## config.mk

```make
export PLATFORM = sky130hd
export DESIGN_NAME = mini_mips_main_ctrl
export DESIGN_NICKNAME = d
export VERILOG_FILES = /design/src/rtl/mini_mips_main_ctrl.sv
export SDC_FILE = /design/constraint.sdc
export NUM_CORES = 1
export LEC_CHECK = 0
export ABC_CLOCK_PERIOD_IN_PS = 2110
export CORE_ASPECT_RATIO = 1.75
export CORE_MARGIN = 5
export CORE_UTILIZATION = 28
export DETAILED_ROUTE_END_ITERATION = 16
export PLACE_DENSITY = 0.62
export REMOVE_ABC_BUFFERS = 1
export SLEW_MARGIN = 30
export SYNTH_ARGS = -nofsm -noshare
export SYNTH_HDL_FRONTEND = slang
export SYNTH_SLANG_ARGS = --single-unit
export TNS_END_PERCENT = 20
```

## constraint.sdc

```tcl
create_clock -name clk -period 2.11 [get_ports clk]
set_input_delay 0.422 -clock clk [delete_from_list [all_inputs] [get_ports clk]]
set_output_delay 0.422 -clock clk [all_outputs]
set_load 0.02 [all_outputs]
```

## src/rtl/mini_mips_main_ctrl.sv

```systemverilog
// Multicycle MIPS-style main control FSM with registered Moore outputs decoded
// from the next state, so strobes are valid in the cycle the state is entered.
module mini_mips_main_ctrl (
  input  logic       clk,
  input  logic       rst_n,
  input  logic [3:0] opcode,
  input  logic       mem_ready,
  output logic [2:0] ALUOp,
  output logic       alu_src_a,
  output logic [1:0] alu_src_b,
  output logic       pc_write,
  output logic       pc_write_eq,
  output logic       pc_write_ne,
  output logic [1:0] pc_src,
  output logic       ir_write,
  output logic       mem_read,
  output logic       mem_write,
  output logic       reg_write,
  output logic       reg_dst,
  output logic       mem_to_reg,
  output logic       illegal,
  output logic [3:0] state_dbg
);

  typedef enum logic [3:0] {
    S_IDLE     = 4'd0,
    S_FETCH    = 4'd1,
    S_DECODE   = 4'd2,
    S_EXEC_R   = 4'd3,
    S_EXEC_I   = 4'd4,
    S_MEM_ADDR = 4'd5,
    S_MEM_RD   = 4'd6,
    S_MEM_WR   = 4'd7,
    S_WB_R     = 4'd8,
    S_WB_I     = 4'd9,
    S_WB_MEM   = 4'd10,
    S_BRANCH   = 4'd11,
    S_JUMP     = 4'd12
  } state_e;

  localparam logic [3:0] OP_R    = 4'd0;
  localparam logic [3:0] OP_ADDI = 4'd1;
  localparam logic [3:0] OP_ANDI = 4'd2;
  localparam logic [3:0] OP_ORI  = 4'd3;
  localparam logic [3:0] OP_SLTI = 4'd4;
  localparam logic [3:0] OP_LW   = 4'd5;
  localparam logic [3:0] OP_SW   = 4'd6;
  localparam logic [3:0] OP_BEQ  = 4'd7;
  localparam logic [3:0] OP_BNE  = 4'd8;
  localparam logic [3:0] OP_J    = 4'd9;

  state_e     state_q, state_d;
  logic [3:0] opcode_q, opcode_d, op_eff;

  logic [2:0] alu_op_q, alu_op_d;
  logic       src_a_q, src_a_d;
  logic [1:0] src_b_q, src_b_d;
  logic       jump_q, jump_d;
  logic       pc_eq_q, pc_eq_d;
  logic       pc_ne_q, pc_ne_d;
  logic [1:0] pc_src_q, pc_src_d;
  logic       fetch_q, fetch_d;
  logic       mem_read_q, mem_read_d;
  logic       mem_write_q, mem_write_d;
  logic       reg_write_q, reg_write_d;
  logic       reg_dst_q, reg_dst_d;
  logic       mem_to_reg_q, mem_to_reg_d;
  logic       illegal_q, illegal_d;

  // The live opcode is only meaningful in DECODE; afterwards the captured copy is used.
  assign op_eff = (state_q == S_DECODE) ? opcode : opcode_q;

  always_comb begin
    state_d = state_q;
    case (state_q)
      S_IDLE:   state_d = S_FETCH;
      S_FETCH:  if (mem_ready) state_d = S_DECODE;
      S_DECODE: begin
        case (opcode)
          OP_R:                              state_d = S_EXEC_R;
          OP_ADDI, OP_ANDI, OP_ORI, OP_SLTI: state_d = S_EXEC_I;
          OP_LW, OP_SW:                      state_d = S_MEM_ADDR;
          OP_BEQ, OP_BNE:                    state_d = S_BRANCH;
          OP_J:                              state_d = S_JUMP;
          default:                           state_d = S_FETCH;
        endcase
      end
      S_EXEC_R:   state_d = S_WB_R;
      S_EXEC_I:   state_d = S_WB_I;
      S_MEM_ADDR: state_d = (op_eff == OP_LW) ? S_MEM_RD : S_MEM_WR;
      S_MEM_RD:   if (mem_ready) state_d = S_WB_MEM;
      S_MEM_WR:   if (mem_ready) state_d = S_FETCH;
      S_WB_R, S_WB_I, S_WB_MEM, S_BRANCH, S_JUMP: state_d = S_FETCH;
      default:    state_d = S_IDLE;
    endcase
  end

  always_comb begin
    if (state_d == S_FETCH || state_d == S_IDLE) opcode_d = '0;
    else if (state_q == S_DECODE)                opcode_d = opcode;
    else                                         opcode_d = opcode_q;
  end

  always_comb begin
    alu_op_d     = '0;
    src_a_d      = 1'b0;
    src_b_d      = '0;
    jump_d       = 1'b0;
    pc_eq_d      = 1'b0;
    pc_ne_d      = 1'b0;
    pc_src_d     = '0;
    fetch_d      = 1'b0;
    mem_read_d   = 1'b0;
    mem_write_d  = 1'b0;
    reg_write_d  = 1'b0;
    reg_dst_d    = 1'b0;
    mem_to_reg_d = 1'b0;
    illegal_d    = 1'b0;
    case (state_d)
      S_FETCH: begin
        mem_read_d = 1'b1;
        src_b_d    = 2'b01;
        alu_op_d   = 3'b001;
        fetch_d    = 1'b1;
        illegal_d  = (state_q == S_DECODE);
      end
      S_DECODE: begin
        src_b_d  = 2'b11;
        alu_op_d = 3'b001;
      end
      S_EXEC_R: src_a_d = 1'b1;
      S_EXEC_I: begin
        src_a_d = 1'b1;
        src_b_d = 2'b10;
        case (op_eff)
          OP_ADDI: alu_op_d = 3'b001;
          OP_ANDI: alu_op_d = 3'b011;
          OP_ORI:  alu_op_d = 3'b100;
          default: alu_op_d = 3'b101;
        endcase
      end
      S_MEM_ADDR: begin
        src_a_d  = 1'b1;
        src_b_d  = 2'b10;
        alu_op_d = 3'b001;
      end
      S_MEM_RD: mem_read_d  = 1'b1;
      S_MEM_WR: mem_write_d = 1'b1;
      S_WB_R: begin
        reg_write_d = 1'b1;
        reg_dst_d   = 1'b1;
      end
      S_WB_I: reg_write_d = 1'b1;
      S_WB_MEM: begin
        reg_write_d  = 1'b1;
        mem_to_reg_d = 1'b1;
      end
      S_BRANCH: begin
        src_a_d  = 1'b1;
        alu_op_d = 3'b010;
        pc_src_d = 2'b01;
        pc_eq_d  = (op_eff == OP_BEQ);
        pc_ne_d  = (op_eff == OP_BNE);
      end
      S_JUMP: begin
        jump_d   = 1'b1;
        pc_src_d = 2'b10;
      end
      default: ;
    endcase
  end

  always_ff @(posedge clk or negedge rst_n) begin
    if (!rst_n) begin
      state_q      <= S_IDLE;
      opcode_q     <= '0;
      alu_op_q     <= '0;
      src_a_q      <= 1'b0;
      src_b_q      <= '0;
      jump_q       <= 1'b0;
      pc_eq_q      <= 1'b0;
      pc_ne_q      <= 1'b0;
      pc_src_q     <= '0;
      fetch_q      <= 1'b0;
      mem_read_q   <= 1'b0;
      mem_write_q  <= 1'b0;
      reg_write_q  <= 1'b0;
      reg_dst_q    <= 1'b0;
      mem_to_reg_q <= 1'b0;
      illegal_q    <= 1'b0;
    end else begin
      state_q      <= state_d;
      opcode_q     <= opcode_d;
      alu_op_q     <= alu_op_d;
      src_a_q      <= src_a_d;
      src_b_q      <= src_b_d;
      jump_q       <= jump_d;
      pc_eq_q      <= pc_eq_d;
      pc_ne_q      <= pc_ne_d;
      pc_src_q     <= pc_src_d;
      fetch_q      <= fetch_d;
      mem_read_q   <= mem_read_d;
      mem_write_q  <= mem_write_d;
      reg_write_q  <= reg_write_d;
      reg_dst_q    <= reg_dst_d;
      mem_to_reg_q <= mem_to_reg_d;
      illegal_q    <= illegal_d;
    end
  end

  // Fetch completion is only known in-cycle, so the registered FETCH flag is
  // qualified by mem_ready to pulse ir_write/pc_write on the completing cycle.
  assign ir_write    = fetch_q & mem_ready;
  assign pc_write    = jump_q | (fetch_q & mem_ready);
  assign ALUOp       = alu_op_q;
  assign alu_src_a   = src_a_q;
  assign alu_src_b   = src_b_q;
  assign pc_write_eq = pc_eq_q;
  assign pc_write_ne = pc_ne_q;
  assign pc_src      = pc_src_q;
  assign mem_read    = mem_read_q;
  assign mem_write   = mem_write_q;
  assign reg_write   = reg_write_q;
  assign reg_dst     = reg_dst_q;
  assign mem_to_reg  = mem_to_reg_q;
  assign illegal     = illegal_q;
  assign state_dbg   = state_q;

endmodule

```

==> impl_metrics.env, run 1 <==
export IMPL_drive_gt1_share_pct=27.8
export IMPL_drcViolationCount=0
export IMPL_worstSetupEndpointType="flop"
export IMPL_period_needed_ns=2.04
export IMPL_fin_ws_ns=0.0698
export IMPL_synth_cell_type_count=47
export IMPL_postSynth_asyncResetShare_pct=100
export IMPL_critPathKind="in -> reg"
export IMPL_number_of_antenna_violations_at_the_first_check_in_global_routing=0
export IMPL_antenna_cells=0
export IMPL_synth_seq_area_share_pct=50.5
export IMPL_drtPass1Iterations=4
export IMPL_ant_nets=0
export IMPL_hold_worst_slack_ns=0.507
export IMPL_setup_tns_ns=0
export IMPL_worst_ir_drop_vdd_v=0.000511
export IMPL_clock_latency_ns=0.27
export IMPL_via_per_inst=4.92
export IMPL_synth_ff_type="dfrtp_1"
export IMPL_grt_pass1_wl_mm=5.22
export IMPL_post_place_setup_slack_ns=-0.221
export IMPL_avgSynthCellArea_um2=10.7
export IMPL_clock_skew_ns=0.00929
export IMPL_fin_hold_viols=0
export IMPL_grt_overflow=0
export IMPL_yosys_top_cells_count="dfrtp_1, nand2_1, nor2_1"
export IMPL_cp_data_required_time_ns=2.28
export IMPL_rsz0062_at_grt="no"
export IMPL_cts_buffers_inserted=3
export IMPL_cp_start_kind="input pin"
export IMPL_arrival_ns=2.21
export IMPL_wire_per_inst_um=14.3
export IMPL_worst_path_max_delay_cell="clkdlybuf4s50_1"
export IMPL_critical_path_max_fanout=5
export IMPL_die_area_um2=6110
export IMPL_tritoncts="built"
export IMPL_layoutNonFillerInstCount=220
export IMPL_r2r_worst_path_cells=5
export IMPL_worst_margin_slew_ns=0.448
export IMPL_grt_pass1_vias=1155
export IMPL_synthesis_yosys_warnings=0
export IMPL_gr_usage_all_layers_pct=11.3
export IMPL_most_repeated_cell_in_the_gate_level_netlist_after_synthesis="dfrtp_1"
export IMPL_regToRegStartpoint="state_dbg[1]"
export IMPL_ctsRootBufferMaster="clkbuf_8"
export IMPL_worst_path_most_repeated_cell="buf_4"
export IMPL_grt_start_max_net_pins=27
export IMPL_synth_cell_area_um2=1290
export IMPL_die_span_y_um=99.7
export IMPL_synthDominantCellAreaShare_pct=50.5
export IMPL_layout_nets=177
export IMPL_final_fill_count=445
export IMPL_reg2reg_slack_ns=0.15
export IMPL_floorplan_initialDensity_pct=29.0
export IMPL_cts_hold_buf=0
export IMPL_worst_r2r_endpoint="mem_read"
export IMPL_final_max_slew_violation_count=0
export IMPL_synth_largest_area_cell="dfrtp_1"
export IMPL_critical_path_top_delay_family="buffers and inverters"
export IMPL_clk_transition_reported_paths_ns=0.09
export IMPL_route_vias_total=1082
export IMPL_setup_viol=0
export IMPL_drt_iter0_drc=21
export IMPL_place_congestion=0.879
export IMPL_post_synth_inst_count=120
export IMPL_layout_worst_path_cycle_share_pct=96.7
export IMPL_clock_sinks=26
export IMPL_cellLeakagePower_nw=0.822
export IMPL_maxCapViolations=0
export IMPL_crit_path_max_incr_delay_ns=0.45
export IMPL_crit_path_cell_trace="clkdlybuf4s50_1 > buf_4 > nor3b_1 > o21bai_1 > a211o_1 > buf_4 > mux2_4"
export IMPL_status="completed"
export IMPL_critPathBufInv=3
export IMPL_placed_cells_incl_taps=215
export IMPL_dp_hpwl_mm=2.54
export IMPL_power_density_nw_per_um2=1350
export IMPL_core_region_area_um2=4440
export IMPL_post_synth_main_area_contributors="dfrtp_1, nand2_1, buf_6, nor2_1, and2_1"
export IMPL_die_width_um=61.3
export IMPL_place_port_buffers=28
export IMPL_cts_path_max_buffers=2
export IMPL_rows=32
export IMPL_synth_seq_cells=26
export IMPL_ctsHtreeMaxLevel=1
export IMPL_power_total_mw=2.47
export IMPL_worstHoldPathType="in -> async"
export IMPL_drt_wl_total_mm=3.15
export IMPL_synth_enable_flop_cells=0
export IMPL_io_pins=29
export IMPL_maxSlewHeadroom_pct=70.2
export IMPL_timing_fmax_mhz=490
export IMPL_syn_to_final_growth_pct=42.5
[per-layer routing]
layer / GRT usage (%) / part of all wire, % / up-vias
li1: - / - / 522
met5: 0 / 0 / -
met4: 3.84 / 1.4 / 0
met1: 11.3 / 35 / 526
met2: 21.6 / 59 / 28
met3: 2.08 / 4.0 / 6
[power breakdown]
| group | internal (mW) | switching, mW | leakage [nW] |
|---|---|---|---|
| Clock | 0.254 | 0.155 | 0.0357 |
| Sequential | 0.641 | 0.0998 | 0.346 |
| Combinational | 0.679 | 0.639 | 0.440 |
| Total | 1.57 | 0.894 | 0.822 |
[per-stage QoR]
step | cell area (um^2) | util (%)
5_1_grt | 1830 | 41.3
6_report | 1830 | 41.3
3_5_place_dp | 1750 | 39.3
3_3_place_gp | 1750 | 39.3
2_1_floorplan | 1220 | -
4_1_cts | 1810 | 40.8
[worst max path at each step]
stage                 start        to  depth (start not counted)
3_5_place_dp      mem_ready  pc_write                          4
4_1_cts           opcode[2]  ALUOp[2]                          8
6_report          opcode[3]  mem_read                          7
2_1_floorplan  state_dbg[0]  mem_read                          5
5_1_grt           opcode[3]  mem_read                          7
3_3_place_gp      mem_ready  pc_write                          4
[placed cells by master, fill, tap and decap left out, types with 2 or more instances in the layout]
master and count:
o31ai_1 2, nor2_1 9, and2b_2 2, nor3_1 2, dfrtp_1 26, inv_1 3
nand3b_1 2, clkbuf_8 3, buf_4 25, nand2_1 13, a221oi_2 2, and3_2 2
dlygate4sd2_1 3, a211oi_1 2, and2_1 5, nand2b_1 5, clkdlybuf4s50_1 24, nand4b_1 2
xnor2_1 2, a21oi_1 6
[area by class of cell]
class	count	area, um^2	share of cell area (%)
clock buffers	3	41.3	2.25
clock inverters	1	30.0	1.64
inverters	3	11.3	0.614
multi-input cells	83	571	31.1
flip-flops and latches	26	651	35.5
well taps	51	63.8	3.48
repair buffers	53	467	25.4
[repair_timing]
action | CTS | global route
pin swaps | 0 | 1
setup buffers | 0 | 1
resized for setup | 3 | 3
endpoints found under the setup margin | 2 | 4
[cells by family after synthesis]
group | share of synthesized area (%)
and+or+nand+nor | 24.3
AOI/OAI and AO/OA | 16.6
DFF | 50.5
buffers and inverters | 6.02
xor gates and xnor gates | 1.36
muxes | 1.17
Power figures use the tool's default switching activity.
==> inputs of run 2 (changes only) <==
- CORE_ASPECT_RATIO: 1.75 -> not set
- CORE_UTILIZATION: 28 -> 34
- PLACE_DENSITY: 0.62 -> 0.7
==> impl_metrics.env, run 2 (synthesis results as in run 1) <==
export IMPL_status="completed"
export IMPL_cp_start_kind="input pin"
export IMPL_syn_to_final_growth_pct=42.5
export IMPL_cts_path_max_buffers=2
export IMPL_grt_start_max_net_pins=27
export IMPL_gr_usage_all_layers_pct=12.3
export IMPL_worstSetupEndpointType="output port"
export IMPL_setup_viol=0
export IMPL_maxCapViolations=0
export IMPL_critPathKind="in -> out"
export IMPL_layout_nets=176
export IMPL_drtPass1Iterations=4
export IMPL_postCtsSetupBuffers=0
export IMPL_layout_commonest_cell="dfrtp_1"
export IMPL_drt_wl_total_mm=2.94
export IMPL_tritoncts="built"
export IMPL_die_area_um2=5120
export IMPL_reg2reg_slack_ns=0.19
export IMPL_rows=22
export IMPL_place_port_buffers=28
export IMPL_timing_fmax_mhz=495
export IMPL_clock_latency_ns=0.26
export IMPL_cts_hold_buf=0
export IMPL_ant_nets=0
export IMPL_clock_sinks=26
export IMPL_maxSlewHeadroom_pct=77.0
export IMPL_drive_gt1_share_pct=26.8
export IMPL_worstHoldPathType="in -> async"
export IMPL_worst_margin_slew_ns=0.340
export IMPL_cp_data_required_time_ns=1.69
export IMPL_cts_buffers_inserted=3
export IMPL_grt_pass1_vias=1121
export IMPL_clock_skew_ns=0.00209
export IMPL_rsz0062_at_grt="yes"
export IMPL_wire_per_inst_um=13.6
export IMPL_place_congestion=0.869
export IMPL_drcViolationCount=0
export IMPL_die_span_y_um=71.5
export IMPL_critical_path_max_fanout=2
export IMPL_r2r_worst_path_cells=7
export IMPL_floorplan_initialDensity_pct=35.2
export IMPL_setup_tns_ns=0
export IMPL_final_max_slew_violation_count=0
export IMPL_dp_hpwl_mm=2.33
export IMPL_grt_overflow=0
export IMPL_crit_path_cell_trace="clkdlybuf4s50_1 > and2_1 > or2_2 > dlygate4sd2_1"
export IMPL_crit_path_max_incr_delay_ns=0.44
export IMPL_core_region_area_um2=3660
export IMPL_antenna_cells=0
export IMPL_regToRegStartpoint="state_dbg[1]"
export IMPL_cellLeakagePower_nw=0.831
export IMPL_arrival_ns=1.60
export IMPL_power_density_nw_per_um2=1350
export IMPL_final_fill_count=325
export IMPL_worst_r2r_endpoint="ALUOp[1]"
export IMPL_period_needed_ns=2.02
export IMPL_fin_hold_viols=0
export IMPL_io_pins=29
export IMPL_worst_path_max_delay_cell="clkdlybuf4s50_1"
export IMPL_ctsRootBufferMaster="clkbuf_8"
export IMPL_layout_worst_path_cycle_share_pct=95.8
export IMPL_layout_cells_most_common_list="dfrtp_1, clkdlybuf4s50_1, buf_4, nand2_1, nor2_1"
export IMPL_grt_pass1_wl_mm=5.12
export IMPL_drt_iter0_drc=43
export IMPL_number_of_antenna_violations_at_the_first_check_in_global_routing=0
export IMPL_worst_ir_drop_vdd_v=0.000418
export IMPL_die_width_um=71.5
export IMPL_clk_transition_reported_paths_ns=0.08
export IMPL_route_vias_total=1056
export IMPL_via_per_inst=4.89
export IMPL_ctsHtreeMaxLevel=1
export IMPL_final_core_utilization_pct=50.1
## run 2: critical path, delay by kind of cell
kind / cells / cell delay (ns)
buf+inv: 2 / 0.76
simple gates: 2 / 0.42
## run 2: how the worst max path moves through the flow
stage | startpoint | depth (start not counted) | to | slack, ns
6_report | mem_ready | 4 | pc_write | 0.09
2_1_floorplan | state_dbg[0] | 5 | mem_read | 0.20
5_1_grt | opcode[2] | 8 | ALUOp[1] | -0.03
3_3_place_gp | mem_ready | 7 | ALUOp[2] | -0.16
3_5_place_dp | mem_ready | 7 | ALUOp[2] | -0.20
4_1_cts | mem_ready | 3 | ir_write | 0.005
## run 2: final cells by class
cell class	instances	area, um^2	area share, %
sequential	26	651	35.5
multi-input combinational	83	577	31.4
timing repair buffer	52	464	25.3
tap	48	60.1	3.27
clock buffer	3	41.3	2.25
clock inverter	1	30.0	1.64
inverter	3	11.3	0.614
## run 2: per-stage QoR
step	hold slack (ns)	area, um^2	setup WS, ns	instances	power [mW]
floorplan	0.126	1220	0.204	112	1.44
global placement	0.546	1740	-0.157	212	2.04
detailed placement	0.560	1740	-0.203	212	2.07
CTS	0.538	1810	0.00532	216	2.46
global route	0.554	1830	-0.0304	216	2.66
finish	0.532	1830	0.0893	216	2.48
## run 2: what timing repair did
| action | in CTS | in global routing |
|---|---|---|
| endpoints found under the setup margin | 1 | 9 |
| gates cloned | 0 | 0 |
| gates resized for setup | 1 | 4 |
| pin swaps | 0 | 0 |
## run 2: report_power, final
group / total (mW) / internal (mW) / switching (mW) / leakage [nW]
clock: 0.395 / 0.253 / 0.142 / 0.0357
sequential: 0.734 / 0.641 / 0.0930 / 0.346
combinational: 1.35 / 0.698 / 0.657 / 0.450
## run 2: routing by layer
layer  track usage, %  up-vias  wire length (um)
li1                 -      515                 -
met1             15.5      512              1310
met2             21.7       25              1430
met3             2.66        4               172
met4             2.30        0                27
met5                0        -                 0
==> inputs of run 3 (changes only) <==
- CAP_MARGIN: not set -> 15
- SKIP_CTS_REPAIR_TIMING: not set -> 1
==> impl_metrics.env, run 3 (synthesis results as in run 1) <==
export IMPL_timing_fmax_mhz=496
export IMPL_crit_path_max_incr_delay_ns=0.55
export IMPL_crit_path_cell_trace="clkdlybuf4s50_1 > or3b_2 > a21oi_4 > a221oi_4 > and2_4 > mux2_4"
export IMPL_place_port_buffers=28
export IMPL_critPathBufInv=1
export IMPL_power_total_mw=2.49
export IMPL_layoutNonFillerInstCount=216
export IMPL_grt_pass1_vias=1121
export IMPL_ctsRootBufferMaster="clkbuf_8"
export IMPL_gr_usage_met1_pct=15.5
export IMPL_tritoncts="built"
export IMPL_drt_iter0_drc=49
export IMPL_worst_ir_drop_vdd_v=0.000419
export IMPL_sequential_cell_area_um2=651
export IMPL_drt_wl_total_mm=2.94
export IMPL_die_area_um2=5120
export IMPL_setup_tns_ns=0
export IMPL_cts_buffers_inserted=3
export IMPL_drcViolationCount=0
export IMPL_floorplan_initialDensity_pct=35.2
export IMPL_globalRouteMet3Util_pct=2.66
export IMPL_grt_pass1_wl_mm=5.12
export IMPL_internal_power_mw=1.60
export IMPL_rows=22
export IMPL_clock_sinks=26
export IMPL_antenna_cells=0
export IMPL_cellLeakagePower_nw=0.842
export IMPL_layout_nets=176
export IMPL_hold_worst_slack_ns=0.532
export IMPL_layout_worst_path_cycle_share_pct=95.6
export IMPL_area_occupied_by_multi_input_gates_um2=577
export IMPL_cp_start_kind="input pin"
export IMPL_clock_latency_ns=0.26
export IMPL_critPathKind="in -> reg"
export IMPL_grt_overflow=0
export IMPL_p_switching_mw=0.892
export IMPL_top_usage_layer="met2"
export IMPL_final_max_slew_violation_count=0
export IMPL_via_per_inst=4.90
export IMPL_placed_cells_incl_taps=212
export IMPL_drtPass1Iterations=4
export IMPL_post_place_setup_slack_ns=-0.203
export IMPL_dp_hpwl_mm=2.33
export IMPL_setup_viol=0
export IMPL_fin_hold_viols=0
export IMPL_fin_ws_ns=0.0936
export IMPL_final_fill_count=324
export IMPL_period_needed_ns=2.02
export IMPL_number_of_antenna_violations_at_the_first_check_in_global_routing=0
export IMPL_core_region_area_um2=3660
export IMPL_power_frac_clock_pct=15.9
export IMPL_layout_cells_most_common_list="dfrtp_1, clkdlybuf4s50_1, buf_4, nand2_1, nor2_1"
export IMPL_arrival_ns=2.17
export IMPL_wire_per_inst_um=13.6
export IMPL_seq_power_share_pct=29.5
export IMPL_grt_use_met2_pct=21.7
export IMPL_place_congestion=0.869
export IMPL_route_vias_total=1058
export IMPL_die_width_um=71.5
export IMPL_cp_data_required_time_ns=2.26
export IMPL_worstSetupEndpointType="flop"
export IMPL_drive_gt1_share_pct=26.8
export IMPL_layout_commonest_cell="dfrtp_1"
export IMPL_rsz0062_at_grt="yes"
export IMPL_gr_usage_all_layers_pct=12.3
export IMPL_worst_path_max_delay_cell="or3b_2"
export IMPL_ant_nets=0
export IMPL_critical_path_max_fanout=6
export IMPL_syn_to_final_growth_pct=42.8
export IMPL_status="completed"
export IMPL_grt_start_max_net_pins=27
export IMPL_worst_margin_slew_ns=0.343
export IMPL_io_pins=29
export IMPL_power_frac_comb_pct=54.6
export IMPL_power_density_nw_per_um2=1350
export IMPL_final_core_utilization_pct=50.2
export IMPL_placedInstanceArea_um2=1740
export IMPL_ctsHtreeMaxLevel=1
export IMPL_clk_transition_reported_paths_ns=0.08
export IMPL_critical_path_top_delay_family="simple AND/OR/NAND/NOR gates"
export IMPL_cts_path_max_buffers=2
export IMPL_switching_fraction_pct=35.9
export IMPL_maxCapViolations=0
export IMPL_clock_skew_ns=0.00209
export IMPL_final_area_um2=1840
export IMPL_maxSlewHeadroom_pct=76.8
export IMPL_die_span_y_um=71.5
export IMPL_worstHoldPathType="in -> async"
-- run 3: cell count changes in the layout (fill, tap and decap cells not counted), sizes merged --
cell          previous run  this run
dlygate4sd2              1         0
dlymetal6s2s             2         3
-- run 3: power groups by stage --
stage | logic (mW) | clock network, mW | registers (mW)
after global placement | 1.30 | 0 | 0.739
after CTS | 1.32 | 0.404 | 0.737
after floorplan | 0.556 | 0 | 0.884
after global routing | 1.48 | 0.427 | 0.757
final | 1.36 | 0.395 | 0.735
after detailed placement | 1.32 | 0 | 0.749
-- run 3: per-layer routing --
metal,up-vias,wire [um]
met5,-,0
met4,0,27
met3,4,174
met2,25,1430
met1,514,1310
li1,515,-
-- run 3: area by class of cell --
type | count | share of cell area [%]
sequential | 26 | 35.4
multi-input combinational | 83 | 31.4
timing repair buffer | 52 | 25.5
tap | 48 | 3.27
clock buffer | 3 | 2.25
clock inverter | 1 | 1.63
inverter | 3 | 0.613
-- run 3: final timing paths --
check / from / to / slack, ns / depth (start not counted)
worst max-delay path: opcode[1] / mem_read / 0.09 / 6
worst min-delay path: rst_n / pc_src[0] / 0.53 / 2
worst max register to register: state_dbg[1] / ALUOp[1] / 0.19 / 7
worst min register to register: opcode_q[3] / opcode_q[3] / 0.58 / 2
max in group asynchronous: rst_n / mem_read / 1.34 / 2
min in group clk: opcode[0] / pc_write_ne / 0.57 / 3
